File: src/rtl/variable_latency_ini_throttle.sv
// variable_latency_ini_throttle
//
// Initiator-side admission controller that sits between the cores and the
// request ports of a variable-latency TCDM interconnect. It counts
// outstanding transactions per initiator, caps them at a runtime limit, and
// offers a global drain/quiesce handshake. Only the request valid/ready
// handshake passes through here; address, data, wen and be bypass it.
//
// Handshake: a request transfers on a cycle where valid and ready are both
// high. Once req_valid_o[i] is raised it stays high until that transfer
// happens, even if the cap is lowered or a drain starts in the meantime. The
// initiator is expected to hold req_valid_i stable until req_ready_o is seen.
//
// Ports:
//   clk_i, rst_ni   clock, asynchronous active-low reset
//   cfg_limit_i     runtime cap; effective cap = min(cfg_limit_i, MaxOutstanding)
//   drain_req_i     level request to quiesce the interconnect
//   drain_ack_o     high while drained (nothing outstanding, admission closed)
//   req_valid_i/req_ready_o  initiator side of the request handshake
//   req_valid_o/req_ready_i  interconnect side of the request handshake
//   resp_valid_i/resp_ready_i  response handshake, monitored only
//   busy_o          per-initiator nonzero outstanding count (registered)
//   err_o           sticky: a response arrived while the count was zero
//   dbg_state_o     current drain FSM state (0 RUN, 1 DRAIN, 2 DRAINED)

module variable_latency_ini_throttle #(
  parameter int NumIn          = 32,
  parameter int MaxOutstanding = 4,
  parameter int CntWidth       = $clog2(MaxOutstanding + 1)
) (
  input  logic                clk_i,
  input  logic                rst_ni,
  input  logic [CntWidth-1:0] cfg_limit_i,
  input  logic                drain_req_i,
  output logic                drain_ack_o,
  input  logic [NumIn-1:0]    req_valid_i,
  output logic [NumIn-1:0]    req_ready_o,
  output logic [NumIn-1:0]    req_valid_o,
  input  logic [NumIn-1:0]    req_ready_i,
  input  logic [NumIn-1:0]    resp_valid_i,
  input  logic [NumIn-1:0]    resp_ready_i,
  output logic [NumIn-1:0]    busy_o,
  output logic                err_o,
  output logic [1:0]          dbg_state_o
);

  typedef enum logic [1:0] {
    ST_RUN     = 2'd0,
    ST_DRAIN   = 2'd1,
    ST_DRAINED = 2'd2
  } state_e;

  localparam logic [CntWidth-1:0] MaxCnt = CntWidth'(MaxOutstanding);

  state_e              state_q, state_d;
  logic [CntWidth-1:0] cnt_q [NumIn];
  logic [CntWidth-1:0] cnt_d [NumIn];
  logic [NumIn-1:0]    hold_q, hold_d;
  logic [NumIn-1:0]    busy_q, busy_d;
  logic [NumIn-1:0]    allow;
  logic [NumIn-1:0]    req_fire, resp_fire;
  logic                err_q, err_d;
  logic                drain_ack_q;
  logic                all_idle;
  logic [CntWidth-1:0] eff_cap;

  assign eff_cap = (cfg_limit_i > MaxCnt) ? MaxCnt : cfg_limit_i;

  // allow depends only on registered state and the static cap, so there is
  // no combinational path from req_ready_i to req_valid_o.
  always_comb begin
    all_idle = (hold_q == '0);
    allow    = '0;
    for (int i = 0; i < NumIn; i++) begin
      allow[i] = hold_q[i] | ((state_q == ST_RUN) & (cnt_q[i] < eff_cap));
      if (cnt_q[i] != '0) all_idle = 1'b0;
    end
  end

  assign req_valid_o = req_valid_i & allow;
  assign req_ready_o = req_ready_i & allow;
  assign req_fire    = req_valid_o & req_ready_i;
  assign resp_fire   = resp_valid_i & resp_ready_i;

  // A presented-but-stalled request keeps its admission next cycle.
  assign hold_d = req_valid_o & ~req_ready_i;

  always_comb begin
    err_d  = err_q;
    busy_d = '0;
    for (int i = 0; i < NumIn; i++) begin
      cnt_d[i] = cnt_q[i];
      if (req_fire[i] && !resp_fire[i]) begin
        // Saturate defensively; a held request was admitted below the cap.
        if (cnt_q[i] != MaxCnt) cnt_d[i] = cnt_q[i] + 1'b1;
      end else if (resp_fire[i] && !req_fire[i]) begin
        if (cnt_q[i] != '0) cnt_d[i] = cnt_q[i] - 1'b1;
      end
      // A response with nothing counted is an error even if a new request
      // fires in the same cycle; the count is then left unchanged.
      if (resp_fire[i] && (cnt_q[i] == '0)) err_d = 1'b1;
      busy_d[i] = (cnt_d[i] != '0);
    end
  end

  always_comb begin
    state_d = state_q;
    case (state_q)
      ST_RUN: begin
        if (drain_req_i) state_d = ST_DRAIN;
      end
      ST_DRAIN: begin
        if (!drain_req_i)  state_d = ST_RUN;
        else if (all_idle) state_d = ST_DRAINED;
      end
      ST_DRAINED: begin
        if (!drain_req_i) state_d = ST_RUN;
      end
      default: state_d = ST_RUN;
    endcase
  end

  always_ff @(posedge clk_i or negedge rst_ni) begin
    if (!rst_ni) begin
      state_q     <= ST_RUN;
      hold_q      <= '0;
      busy_q      <= '0;
      err_q       <= 1'b0;
      drain_ack_q <= 1'b0;
      for (int i = 0; i < NumIn; i++) cnt_q[i] <= '0;
    end else begin
      state_q     <= state_d;
      hold_q      <= hold_d;
      busy_q      <= busy_d;
      err_q       <= err_d;
      drain_ack_q <= (state_d == ST_DRAINED);
      for (int i = 0; i < NumIn; i++) cnt_q[i] <= cnt_d[i];
    end
  end

  assign drain_ack_o = drain_ack_q;
  assign busy_o      = busy_q;
  assign err_o       = err_q;
  assign dbg_state_o = state_q;

endmodule

File: config.mk
export PLATFORM = sky130hd
export DESIGN_NAME = variable_latency_ini_throttle
export DESIGN_NICKNAME = d
export VERILOG_FILES = /design/src/rtl/variable_latency_ini_throttle.sv
export SDC_FILE = /design/constraint.sdc
export NUM_CORES = 1
export LEC_CHECK = 0
export CAP_MARGIN = 20
export CORE_ASPECT_RATIO = 0.8
export CORE_MARGIN = 3
export CORE_UTILIZATION = 59
export DETAILED_ROUTE_END_ITERATION = 10
export GPL_TIMING_DRIVEN = 0
export PLACE_DENSITY = 0.88
export SYNTH_ARGS = -nofsm -noshare
export SYNTH_HDL_FRONTEND = slang
export SYNTH_SLANG_ARGS = --single-unit
File: constraint.sdc
create_clock -name clk_i -period 10.5 [get_ports clk_i]
set_clock_uncertainty 0.1 [all_clocks]
set_input_delay 2.1 -clock clk_i [delete_from_list [all_inputs] [get_ports clk_i]]
set_output_delay 2.1 -clock clk_i [all_outputs]
set_load 0.01 [all_outputs]
* Word-level counts from Yosys, hierarchy flattened
Index checks and enable logic that the tools add are counted.
** Operators by class
- Bitwise logic cells :: 70
- Mux-type cells :: 198
- Add/sub/neg operators :: 64
- Magnitude comparators :: 33
- Equal/unequal tests :: 35
- Reductions and logical operators :: 259
** Operator list (number)
- 3-bit 2-to-1 mux :: 129
- 3-bit nonzero test :: 64
- 32-bit bitwise AND :: 5
- 3-bit by 1-bit adder with 3-bit output (second input constant) :: 32
- 1-bit logical AND :: 96
- 3-bit logical NOT :: 32
- 3-bit < comparator :: 32
- 3-bit != test (second input constant) :: 32
- 3-bit by 1-bit subtractor with 3-bit output (second input constant) :: 32
- 1-bit logical NOT :: 64
- 1-bit 2-to-1 mux :: 64
- 1-bit bitwise AND :: 32
- 32-bit logical NOT :: 1
- 32-bit inverter :: 1
- 1-bit bitwise OR :: 32
- 32-bit nonzero test :: 1
- 2-bit 2-to-1 mux :: 4
- 2-bit case mux with 3 select lines :: 1
- 2-bit equality test (second input constant) :: 2
- 3-bit > comparator (second input constant) :: 1
- 2-bit by 1-bit equality test with 1-bit output (second input constant) :: 1
- 2-bit logical NOT :: 1
** Storage, ports and cells
- Register bits after elaboration :: 164
- Output and inout port bits :: 100
- Bits of input ports :: 134
- Word-level logic and storage cells :: 696

* Depth between registers and ports, before layout
- Depth after elaboration :: 37
- Mapped depth :: 12
- Depth with buffers taken out :: 9

* Worst setup path before layout
Ideal clock, no wire load.
- Path type :: input -> output
- Start :: in cfg_limit_i[2]
- End :: out req_valid_o[20]
- Stages on the path :: 9
- Arrival :: 5.051 ns
- Setup slack :: 3.249 ns
- Required time :: 8.300 ns
- Path buffers :: 2
- Cell sequence :: buf_4 > buf_6 > inv_1 > nand2_1 > ha_1 > nor4b_1 > nor2_1 > o31ai_1 > and2_1
** On the way
- Longest elaborated chain between the ends :: 6
** Ends and longest elaborated chain
- start: declaration :: RTL line 33 : input logic [CntWidth-1:0] cfg_limit_i,
- 3-bit > comparator :: RTL line 67 : assign eff_cap = (cfg_limit_i > MaxCnt) ? MaxCnt : cfg_limit_i;
- 3-bit 2-to-1 mux * :: RTL line 67
- 3-bit < comparator * :: RTL line 75 : allow[i] = hold_q[i] | ((state_q == ST_RUN) & (cnt_q[i] < eff_cap));
- 1-bit bitwise AND * :: RTL line 75
- 1-bit bitwise OR * :: RTL line 75
- 32-bit bitwise AND * :: RTL line 80 : assign req_valid_o = req_valid_i & allow;
- end: declaration :: RTL line 38 : output logic [NumIn-1:0] req_valid_o,
Mark *: on every way between the ends. The rest lies on a longest branch, timed or not.

* Worst setup path after layout
- Start :: in cfg_limit_i[2]
- End :: out req_valid_o[14]
Same word-level chain as after synthesis.

==> metrics.txt <==
status finished, final reports clean; PortBufs 232; RSZ-0062 raised after global routing no; hold crit path type reg2reg; FF-to-FF End busy_o[21]; Max VDD drop 0.000136 V; Final ANT Viol Nets 0; Pwr per Cell Area 242 nW/um2; Mapped Cells 1527; Setup TNS Final 0 ns; Initial Util 60.5%; worst-path maximum fanout 33; CTS Sinks 164; Post-Syn Area 13700 um2; core area 22600 um2; Slew Limit Fails 0; CTS tree built; Clock Latency Late Sink 0.44 ns; commonest non-fill, non-tap cell in the layout clkdlybuf4s50_1; flop-to-flop setup slack 7.40 ns; top cells by area, synth dfrtp_1 30%, ha_1 15%, and2_1 4.9%; number of global-route vias before repair 12800; die width 176 um; n_diodes 0; Fin. Hold Viols 0; # fillers 1585; Req. time, crit path 8.30 ns; WL/cell 19.5 um; Post-Syn Nets 1821; WHS Path Cells 1; Crit Path Class in2out; final wirelength 41000 um; worst-case reg-to-reg path depth 7; slowest stage delay, CP 0.71 ns; final net count 2074; initial antenna violation count 2; Hold Buf Count CTS 0; reg2reg start dbg_state_o[1]; Async SR Flop Fraction 100%; Vias 13000; max_cap viols 0; fmax 122 MHz; HPWL after detailed placement 30900 um; fraction of layout cells with a size suffix above 1 5.80%; Endpoint, Worst Hold cnt_q[30]; Rel. slew slack 21.3%; post-CTS sizing 0; Via density 6.19; CP Buf/Inv Count 5; fin crit period 8.17 ns; total power 4.12 mW; # H-tree levels 4; area leader, netlist dfrtp_1; count of final setup violators 0; drt initial violations 1055; crit-path leading delay family buffers and inverters; RD Place Congestion 0.918; Root Buffer clkbuf_16; clk buf depth 2; worst hold start cnt_q[30]; #FFs+latches synth 164; CP arrival 5.97 ns; EDFF count, synth 0; yosys synthesis warning count 0; CTS Buf Count 17; Layout area overhead 24.3%; Critical-path top delay cell inv_2; Synth Flop Type dfrtp_1; Post-CTS Setup Inserts 0; Netlist cell types 72; worst slew pin tran 1.18 ns; DRT Pass-1 Iters 5; register area share after synthesis 30.0%; crit path capture type output port; Leak Pwr 7.26 nW; stages on the worst setup path 11; most frequent cells in the layout 231 x clkdlybuf4s50_1, 164 x dfrtp_1, 160 x ha_1, 150 x nand2_1, 118 x inv_1; chip height 142 um; Final period util 77.8%; syn avg cell area 8.96 um2; GRT Total Usage 32.3%; drt drc 0; first-pass GRT wire length 65100 um; # rows 49; Worst-path clk slew 0.07 ns; Yosys top cell area share 30.0%; die area 25100 um2; Cell Chain, Critical Path buf_4, buf_6, inv_2, nand2_2, buf_16, ha_1, nor4b_1, nor2_1, o31ai_1, and2_1, clkdlybuf4s50_1; CP Launch Type input port; total grt overflow 0; # IOs 234; pin count of the biggest net entering global routing 87
flip-flops by register name (all words and copies together) (netlist names):
| register | count |
|---|---|
| err_o | 1 |
| dbg_state_o | 2 |
| hold_q | 32 |
| busy_o | 32 |
| cnt_q | 96 |
| drain_ack_o | 1 |
per-layer routing:
layer / vias to the layer above / global-route usage (%) / share of wire [%]
met5: - / 0 / 0.042
met4: 2 / 12.5 / 3.5
met3: 103 / 6.91 / 9.5
met2: 633 / 52.0 / 45
met1: 6210 / 43.0 / 42
li1: 6049 / - / -
kinds of logic (layout without fill, tap and decap cells):
family / Yosys count / after routing / share of synthesized area (%)
mux: 75 / 75 / 7.56
fa+ha+maj: 160 / 160 / 14.6
xor+xnor: 39 / 39 / 2.50
compound gates: 311 / 311 / 15.6
flops: 164 / 164 / 30.0
simple gates: 645 / 645 / 26.0
buf+inv: 133 / 398 / 3.80
cell usage after synthesis (all sizes together), types with 19 or more instances:
master and instances:
a21oi 76, or3 22, xnor2 35, inv 119, nor2b 61, o21ai 71, nor2 85, o31ai 36
and2 111, nand3 63, nand2 151, dfrtp 164, nand2b 26, ha 160, nor4b 19, mux4 22
mux2i 47
worst max-delay path by stage:
stage                         startpoint              end
after floorplan           cfg_limit_i[2]  req_valid_o[20]
after CTS                 cfg_limit_i[2]  req_valid_o[14]
after detailed placement  cfg_limit_i[2]  req_valid_o[14]
after global placement            rst_ni       busy_o[30]
final                     cfg_limit_i[2]  req_valid_o[14]
after global routing      cfg_limit_i[2]  req_valid_o[14]
area by class of cell:
cell class                 instances  area, um2  share of cell area [%]
buffer                            14       72.6                   0.427
clock buffer                      18        439                    2.58
clock inverter                    13        116                   0.684
inverter                         119        447                    2.63
multi-input combinational       1230       9060                    53.3
sequential                       164       4100                    24.1
tap                              306        383                    2.25
timing repair buffer             234       2380                    14.0
power breakdown:
group / total [mW] / switching (mW) / internal, mW
registers: 1.20 / 0.312 / 0.885
clock network: 0.618 / 0.300 / 0.318
logic: 2.31 / 1.22 / 1.08
total: 4.12 / 1.84 / 2.28
per-stage QoR:
stage | cell area (um2) | instances | hold slack (ns) | util, % | setup slack [ns]
3_5_place_dp | 16400 | 2067 | 0.443 | 72.7 | 2.41
5_1_grt | 17000 | 2098 | 0.484 | 75.1 | 2.18
6_report | 17000 | 2098 | 0.461 | 75.1 | 2.33
4_1_cts | 17000 | 2098 | 0.454 | 75.1 | 2.38
2_1_floorplan | 13700 | 1527 | 0.400 | - | 3.25
3_3_place_gp | 16400 | 2065 | 0.435 | 72.4 | 0.238
Power figures use the tool's default switching activity.
